[src/rtl/cond_move_wb_pipe.sv]
// E/M/W write-back carrier for ALU writes and conditional moves (movz/movn).
// Move conditions resolve in E against forwarded rt; $0 writes are suppressed there.
module cond_move_wb_pipe #(
   parameter int DATA_W = 32,
   parameter int CNT_W  = 16
) (
   input  logic              clk,
   input  logic              reset,
   input  logic              stall,
   input  logic              flush_e,
   input  logic              d_valid,
   input  logic              d_regwrite,
   input  logic [1:0]        d_cond_type,
   input  logic [4:0]        d_rd,
   input  logic [DATA_W-1:0] e_rs_val,
   input  logic [DATA_W-1:0] e_rt_val,
   input  logic [DATA_W-1:0] e_alu_res,
   output logic [4:0]        e_a3,
   output logic [DATA_W-1:0] e_wd,
   output logic [4:0]        m_a3,
   output logic [DATA_W-1:0] m_wd,
   output logic [4:0]        w_a3,
   output logic [DATA_W-1:0] w_wd,
   output logic              w_we,
   output logic [CNT_W-1:0]  squash_cnt
);

   localparam logic [1:0] COND_ALWAYS = 2'b00;
   localparam logic [1:0] COND_MOVZ   = 2'b01;
   localparam logic [1:0] COND_MOVN   = 2'b10;

   logic              e_valid;
   logic              e_regwrite;
   logic [1:0]        e_cond_type;
   logic [4:0]        e_rd;

   logic              rt_zero;
   logic              is_move;
   logic              cond_ok;
   logic              rd_nonzero;
   logic              we_e;
   logic              squash_e;

   logic              m_we;
   logic [4:0]        w_a3_q;

   // A stall or flush turns the incoming slot into a bubble; only valid matters then.
   always_ff @(posedge clk) begin
      if (reset) begin
         e_valid     <= 1'b0;
         e_regwrite  <= 1'b0;
         e_cond_type <= 2'b00;
         e_rd        <= 5'd0;
      end else begin
         e_valid     <= d_valid & ~(stall | flush_e);
         e_regwrite  <= d_regwrite;
         e_cond_type <= d_cond_type;
         e_rd        <= d_rd;
      end
   end

   always_comb begin
      rt_zero    = (e_rt_val == '0);
      is_move    = (e_cond_type == COND_MOVZ) || (e_cond_type == COND_MOVN);
      rd_nonzero = (e_rd != 5'd0);
      cond_ok    = (e_cond_type == COND_ALWAYS) ||
                   ((e_cond_type == COND_MOVZ) && rt_zero) ||
                   ((e_cond_type == COND_MOVN) && !rt_zero);
      we_e       = e_valid & e_regwrite & cond_ok & rd_nonzero;
      squash_e   = e_valid & e_regwrite & is_move & ~cond_ok & rd_nonzero;
      e_a3       = we_e ? e_rd : 5'd0;
      e_wd       = is_move ? e_rs_val : e_alu_res;
   end

   always_ff @(posedge clk) begin
      if (reset) begin
         m_a3   <= 5'd0;
         m_wd   <= '0;
         m_we   <= 1'b0;
         w_a3_q <= 5'd0;
         w_wd   <= '0;
         w_we   <= 1'b0;
      end else begin
         m_a3   <= e_a3;
         m_wd   <= e_wd;
         m_we   <= we_e;
         w_a3_q <= m_a3;
         w_wd   <= m_wd;
         w_we   <= m_we;
      end
   end

   assign w_a3 = w_we ? w_a3_q : 5'd0;

   // Saturating count of moves that reached E with a failing condition.
   always_ff @(posedge clk) begin
      if (reset) begin
         squash_cnt <= '0;
      end else if (squash_e && (squash_cnt != {CNT_W{1'b1}})) begin
         squash_cnt <= squash_cnt + 1'b1;
      end
   end

endmodule

[config.mk]
export PLATFORM = sky130hd
export DESIGN_NAME = cond_move_wb_pipe
export DESIGN_NICKNAME = d
export VERILOG_FILES = /design/src/rtl/cond_move_wb_pipe.sv
export SDC_FILE = /design/constraint.sdc
export NUM_CORES = 1
export LEC_CHECK = 0
export ABC_AREA = 1
export CAP_MARGIN = 20
export CORE_ASPECT_RATIO = 1.2
export CORE_MARGIN = 2
export CORE_UTILIZATION = 38
export CTS_CLUSTER_SIZE = 16
export DETAILED_ROUTE_END_ITERATION = 8
export PLACE_DENSITY = 0.81
export SLEW_MARGIN = 10
export SYNTH_ARGS = -nofsm -noshare
export SYNTH_HDL_FRONTEND = slang
export SYNTH_SLANG_ARGS = --single-unit
[constraint.sdc]
create_clock -name clk -period 1.5 [get_ports clk]
set_input_delay 0.225 -clock clk [delete_from_list [all_inputs] [get_ports clk]]
set_output_delay 0.225 -clock clk [all_outputs]
set_load 0.005 [all_outputs]
==> out/metrics.cfg, run 1 <==
[timing]
hold_slack_ps = 228.8
hold_viol_final = 0
slew_viol_final = 0
finalSetupViolations = 56
fin_crit_ps = 1825
finClkSkew_ps = 8.645
min_period_over_period_pct = 121.7
fmax_mhz = 547.9
slew_headroom_pct = 65.35
rsz0062_at_grt = true
worst_pin_slew_ps = 519.8
worst_slack_ps = -325.3

[power_and_ir_drop]
seqPwrFrac_pct = 41.7
power.total_mw = 6.879
switching_share_pct = 28.36
leakagePower_nw = 4.074
ir_worst_vdd_mv = 0.7348
pwr-share-comb_pct = 25.2
power.internal_mw = 4.928
clkPwrFrac_pct = 33.1
power.switching_mw = 1.951
powerDensity_nw_per_um2 = 810.9

[worst_setup_path]
crit_type = reg2out
slowest_stage = dfxtp_4
rr_startpoint = e_cond_type[0]
r2r-end = m_wd[15]
r2r.worst_path.cells = 12
worst-r2r-setup-slack_ps = -230
worstPathRequired_ps = 1270
cp-startpoint = e_cond_type[0]
cpPeakStageDelay_ps = 390
setup.worst_path.end_class = primary output
arrival_ps = 1600
crit_chain = inv_4 -> nand2_4 -> nand2_8 -> buf_12 -> buf_16 -> buf_8 -> nand2_4 -> nand2_2 -> buf_6
worstPathMaxFanout = 7
crit_path_frequent_cell = nand2_4
start_kind = flop

[routing]
vias = 5449
drcViolationCount = 0
routed_wl_um = 20220
drtIter0Drc = 284
routedWlPerCell_um = 19.00
detail-route-antenna-nets = 0
dr.pass1.iters = 5
vias_per_cell = 5.121

[cts]
clk_latency_ps = 340
cts_tree = done
cts-buffers-inserted = 9
cts_root_buffer = clkbuf_16
cts.clk_slew.worst_paths_ps = 70
cts_sinks = 101
cts.htree.levels = 3
hold_buffers = 0
clockBufferDepth = 2

[min_path]
holdCritStartpoint = reset
min_path_cells = 2
hp-class = in2reg
min_to = w_wd[23]

[synth]
ys_ff_latch = 101
netlist_area_um2 = 4013
syn_area_per_cell_um2 = 7.064
ys_types = 26
ys_seq_area_share_pct = 50.39
ys_warn_count = 0
syn_nets = 678
netlist_instances = 568

[global_routing]
overflow = 0
antenna_found_initial = 0
grt_pass1_wl_um = 26790
grtUsageTotal_pct = 29.87
grt_pass1_vias = 5409
grt_max_degree = 46

[run_status]
status = complete, but fails checks
failed_checks = negative setup slack

[floorplanning]
start_util_pct = 38.53
die_height_um = 116.6
io_pins = 237
die-width_um = 97.81
core_um2 = 10410
design.die.area_um2 = 11400
rows = 41

[cells_and_area]
mostFrequentLayoutCells = clkdlybuf4s50_1, nor2_1, buf_4, dfxtp_1, inv_1
fillers = 587
drive_above_1_share_pct = 40.21
final_nets = 1040
syn_to_final_growth_pct = 111.4
diodes = 0
final_common_cell = clkdlybuf4s50_1

[run]
maxCapViolations = 0

[placed_design]
dp_hpwl_um = 10540
routabilityCongestion = 0.8257
portBuffers = 236

area by class of cell:
| cell class | count | area, µm² | share of cell area, % |
|---|---|---|---|
| flip-flops and latches | 101 | 2056 | 24.23 |
| clock buffers | 9 | 225.2 | 2.655 |
| repair buffers | 370 | 3436 | 40.50 |
| clock inverters | 7 | 58.81 | 0.6932 |
| inverters | 84 | 332.8 | 3.923 |
| multi-input cells | 364 | 2213 | 26.09 |
| well taps | 129 | 161.4 | 1.903 |
metal layers:
layer / GRT usage (%) / wire length, µm / vias to the layer above
li1: - / - / 2441
met1: 29.32 / 6590 / 2579
met2: 56.83 / 10610 / 325
met3: 8.917 / 1690 / 104
met4: 15.83 / 1322 / 0
met5: 0 / 0 / -
worst max path at each step:
stage / end / slack, ps / depth (start not counted)
floorplan: squash_cnt[13] / 60 / 12
global placement: e_a3[3] / -790 / 11
detailed placement: e_a3[3] / -840 / 11
CTS: e_wd[17] / -300 / 9
global route: squash_cnt[9] / -390 / 15
finish: e_wd[15] / -330 / 9
timing repair:
| item | 4_1_cts | 5_1_grt |
|---|---|---|
| pin swaps | 73 | 26 |
| setup buffers | 39 | 15 |
| endpoints found under the setup margin | 73 | 68 |
| gates resized for setup | 435 | 107 |
| gates cloned | 8 | 0 |
metrics by stage:
stage / instance area, µm² / TNS [ps] / setup slack, ps / util [%] / std cells
2_1_floorplan: 4013 / 0 / 57.87 / - / 568
3_3_place_gp: 7042 / -18440 / -788.9 / 67.62 / 991
4_1_cts: 8058 / -10880 / -297.2 / 77.38 / 1053
5_1_grt: 8483 / -16740 / -385.0 / 81.46 / 1064
3_5_place_dp: 7042 / -20590 / -841.8 / 67.62 / 991
6_report: 8483 / -12020 / -325.3 / 81.46 / 1064
Yosys cell counts:
master	number	area share (%)
buf_2	5	0.62
o21ai_2	1	0.22
nand4_1	19	3.0
nor3_1	3	0.37
xnor2_1	1	0.22
nor2_2	3	0.47
nand2_1	150	14
nand3_4	1	0.44
nand3_1	6	0.75
o21ai_1	1	0.12
clkbuf_1	11	1.0
nand2_2	7	1.1
ha_1	1	0.31
nor2_4	3	0.84
clkinv_1	1	0.093
nor2_1	131	12
dfxtp_1	101	50
inv_2	3	0.28
o21a_2	1	0.22
inv_1	80	7.5
a21oi_1	32	4.0
buf_6	2	0.56
a31oi_1	1	0.16
nand3_2	2	0.50
nor2_8	1	0.50
buf_1	1	0.093
kinds of logic after synthesis:
| logic type | Yosys count | share of synthesized area (%) |
|---|---|---|
| AO/OA/AOI/OAI | 36 | 4.708 |
| XOR/XNOR | 1 | 0.2183 |
| adder cells (fa/ha/maj) | 1 | 0.3118 |
| buffers and inverters | 103 | 10.16 |
| flip-flops | 101 | 50.39 |
| AND/OR/NAND/NOR | 326 | 34.21 |
power by group through the flow:
stage | Clock [mW] | Combinational [mW] | Sequential (mW)
floorplan | 0 | 0.308 | 2.92
global placement | 0 | 1.22 | 2.91
detailed placement | 0 | 1.24 | 2.91
CTS | 2.25 | 1.47 | 2.85
global route | 2.41 | 1.82 | 2.88
finish | 2.27 | 1.74 | 2.87
registers in the layout, summed over array words and instances, names as in the netlist:
name / count
e_valid: 1
w_a3_q: 5
e_rd: 5
m_wd: 32
squash_cnt: 16
e_regwrite: 1
m_we: 1
w_we: 1
e_cond_type: 2
m_a3: 5
w_wd: 32
worst max-delay path, delay by kind of cell, from the launching register on:
| family | cells | cell delay [ps] |
|---|---|---|
| simple gates | 4 | 280 |
| flops | 1 | 390 |
| buf+inv | 5 | 580 |
(Power assumes the default switching activity.)
==> run 2, diff against run 1 <==
--- a/config.mk
+++ b/config.mk
@@ -6,13 +6,14 @@
 export NUM_CORES = 1
 export LEC_CHECK = 0
 export ABC_AREA = 1
+export ABC_CLOCK_PERIOD_IN_PS = 1500
 export CAP_MARGIN = 20
 export CORE_ASPECT_RATIO = 1.2
 export CORE_MARGIN = 2
 export CORE_UTILIZATION = 38
 export CTS_CLUSTER_SIZE = 16
 export DETAILED_ROUTE_END_ITERATION = 8
-export PLACE_DENSITY = 0.81
+export PLACE_DENSITY = 0.78
 export SLEW_MARGIN = 10
 export SYNTH_ARGS = -nofsm -noshare
 export SYNTH_HDL_FRONTEND = slang
==> run 2 against run 1 <==
The run still ends with negative setup slack left. Utilization is 1.0 points lower. Sequential share of layout area is 0.26 points higher. Routed wire length is 2.8% lower. Largest power group unchanged.
==> out/metrics.cfg, run 2 (synthesis gave the netlist of run 1 again) <==
[global_routing]
grt_pass1_wl_um = 26320
grt_pass1_vias = 5415
grtUsageTotal_pct = 29.66
grt_max_degree = 44
overflow = 0
antenna_found_initial = 0

[worst_setup_path]
setup.worst_path.end_class = primary output
crit_chain = inv_4 -> nand2_4 -> nand2_4 -> buf_6 -> buf_6 -> buf_6 -> nand2_1 -> nand2_2 -> buf_2
cpPeakStageDelay_ps = 360
start_kind = flop
arrival_ps = 1610
worstPathMaxFanout = 5
worstPathRequired_ps = 1270
cp_top_family = buffers and inverters
crit_buf_inv = 5
crit_type = reg2out
slowest_stage = dfxtp_4
crit_path_frequent_cell = buf_6

[cells_and_area]
syn_to_final_growth_pct = 108.8
fillers = 608
diodes = 0
final_cells = 1068
drive_above_1_share_pct = 39.51
final_common_cell = clkdlybuf4s50_1
design_area_um2 = 8377
reg.largest.list = m_wd x32, w_wd x32, squash_cnt x16
final_nets = 1046
mostFrequentLayoutCells = clkdlybuf4s50_1, nor2_1, buf_4, dfxtp_1, nand2_1

[placed_design]
pre_cts_ws_ps = -875.1
portBuffers = 236
routabilityCongestion = 0.8717
dp_hpwl_um = 10800
dp.cells = 1000
dpl_cell_area_um2 = 7109

[run_status]
failed_checks = negative setup slack
status = complete, but fails checks

[cts]
cts_tree = done
cts.clk_slew.worst_paths_ps = 70
cts_root_buffer = clkbuf_16
cts.htree.levels = 3
hold_buffers = 0
cts_sinks = 101
clk_latency_ps = 350
clockBufferDepth = 2
cts-buffers-inserted = 9

[timing]
finalSetupViolations = 59
slew_viol_final = 0
finClkSkew_ps = 11.08
min_period_over_period_pct = 122.5
hold_slack_ps = 346.0
fmax_mhz = 544.2
fin_crit_ps = 1837
worst_pin_slew_ps = 497.6
rsz0062_at_grt = true
worst_slack_ps = -337.4
slew_headroom_pct = 66.83
hold_viol_final = 0

[routing]
dr.pass1.iters = 4
vias_per_cell = 4.988
routedWlPerCell_um = 18.40
highest_layer = met4
wl_met2_um = 10130
drt-met1-wl_um = 6504
dr_wl_met3_um = 1492
detail-route-antenna-nets = 0
vias = 5327
drcViolationCount = 0
routed_wl_um = 19650
drtIter0Drc = 258

[power_and_ir_drop]
pwr-share-comb_pct = 25.2
power.switching_mw = 1.805
ir_worst_vdd_mv = 0.5971
leakagePower_nw = 4.002
power.internal_mw = 4.917
powerDensity_nw_per_um2 = 802.5
clkPwrFrac_pct = 32.2
seqPwrFrac_pct = 42.6
switching_share_pct = 26.85

[floorplanning]
rows = 41
start_util_pct = 38.53
die-width_um = 97.81
io_pins = 237
die_height_um = 116.6
core_um2 = 10410
design.die.area_um2 = 11400

[min_path]
hp-class = in2reg

[run]
maxCapViolations = 0

==> run 2: changes by cell type in the layout (fill, tap and decap cells not counted), sizes merged <==
cell | previous run | this run
buf | 202 | 207
clkdlybuf4s15 | 0 | 1
inv | 85 | 83
clkinvlp | 1 | 2
clkdlybuf4s50 | 146 | 148
dlygate4sd2 | 16 | 14
clkbuf | 11 | 13
clkinv | 5 | 2
==> run 2: path summary, 6_finish.rpt <==
kind	from	endpoint	slack (ps)	cells after the start
max reg2reg	e_cond_type[0]	squash_cnt[4]	-180	12
max	e_cond_type[1]	e_wd[25]	-340	9
min reg2reg	m_we	w_we	420	2
min	reset	w_a3_q[4]	350	3
==> run 2: layer usage <==
| layer | vias up | track usage [%] |
|---|---|---|
| met4 | 0 | 17.69 |
| met1 | 2438 | 28.22 |
| met3 | 110 | 8.677 |
| met5 | - | 0 |
| met2 | 332 | 56.69 |
| li1 | 2447 | - |
==> run 2: area by class of cell <==
type	count	area (µm²)	area share, %
inverters	84	322.8	3.854
multi-input cells	364	2143	25.59
clock inverters	3	23.77	0.2838
clock buffers	11	242.7	2.898
flip-flops and latches	101	2052	24.50
repair buffers	376	3431	40.96
well taps	129	161.4	1.927
==> run 2: stage by stage <==
| stage | total power, mW | TNS, ps | util (%) |
|---|---|---|---|
| floorplan | 3.230 | 0 | - |
| global placement | 4.158 | -18470 | 68.27 |
| detailed placement | 4.179 | -19810 | 68.27 |
| CTS | 6.488 | -9439 | 76.85 |
| global route | 6.940 | -14700 | 80.44 |
| finish | 6.722 | -10990 | 80.44 |
==> run 2: power by group through the flow <==
stage | registers (mW) | logic, mW | clock network [mW]
2_1_floorplan | 2.92 | 0.308 | 0
3_3_place_gp | 2.91 | 1.25 | 0
3_5_place_dp | 2.92 | 1.26 | 0
4_1_cts | 2.86 | 1.47 | 2.16
5_1_grt | 2.87 | 1.77 | 2.30
6_report | 2.86 | 1.69 | 2.17
==> run 2: worst register-to-register path, delay by kind of cell (launching register included) <==
| kind | cells | cell delay (ps) |
|---|---|---|
| AND/OR/NAND/NOR | 7 | 610 |
| buffers and inverters | 5 | 650 |
| flip-flops | 1 | 360 |
==> run 2: timing repair <==
item,CTS,global route
pin swaps,59,30
gates resized for setup,423,84
gates cloned,3,1
buffers inserted,43,15
setup endpoints to repair,72,68
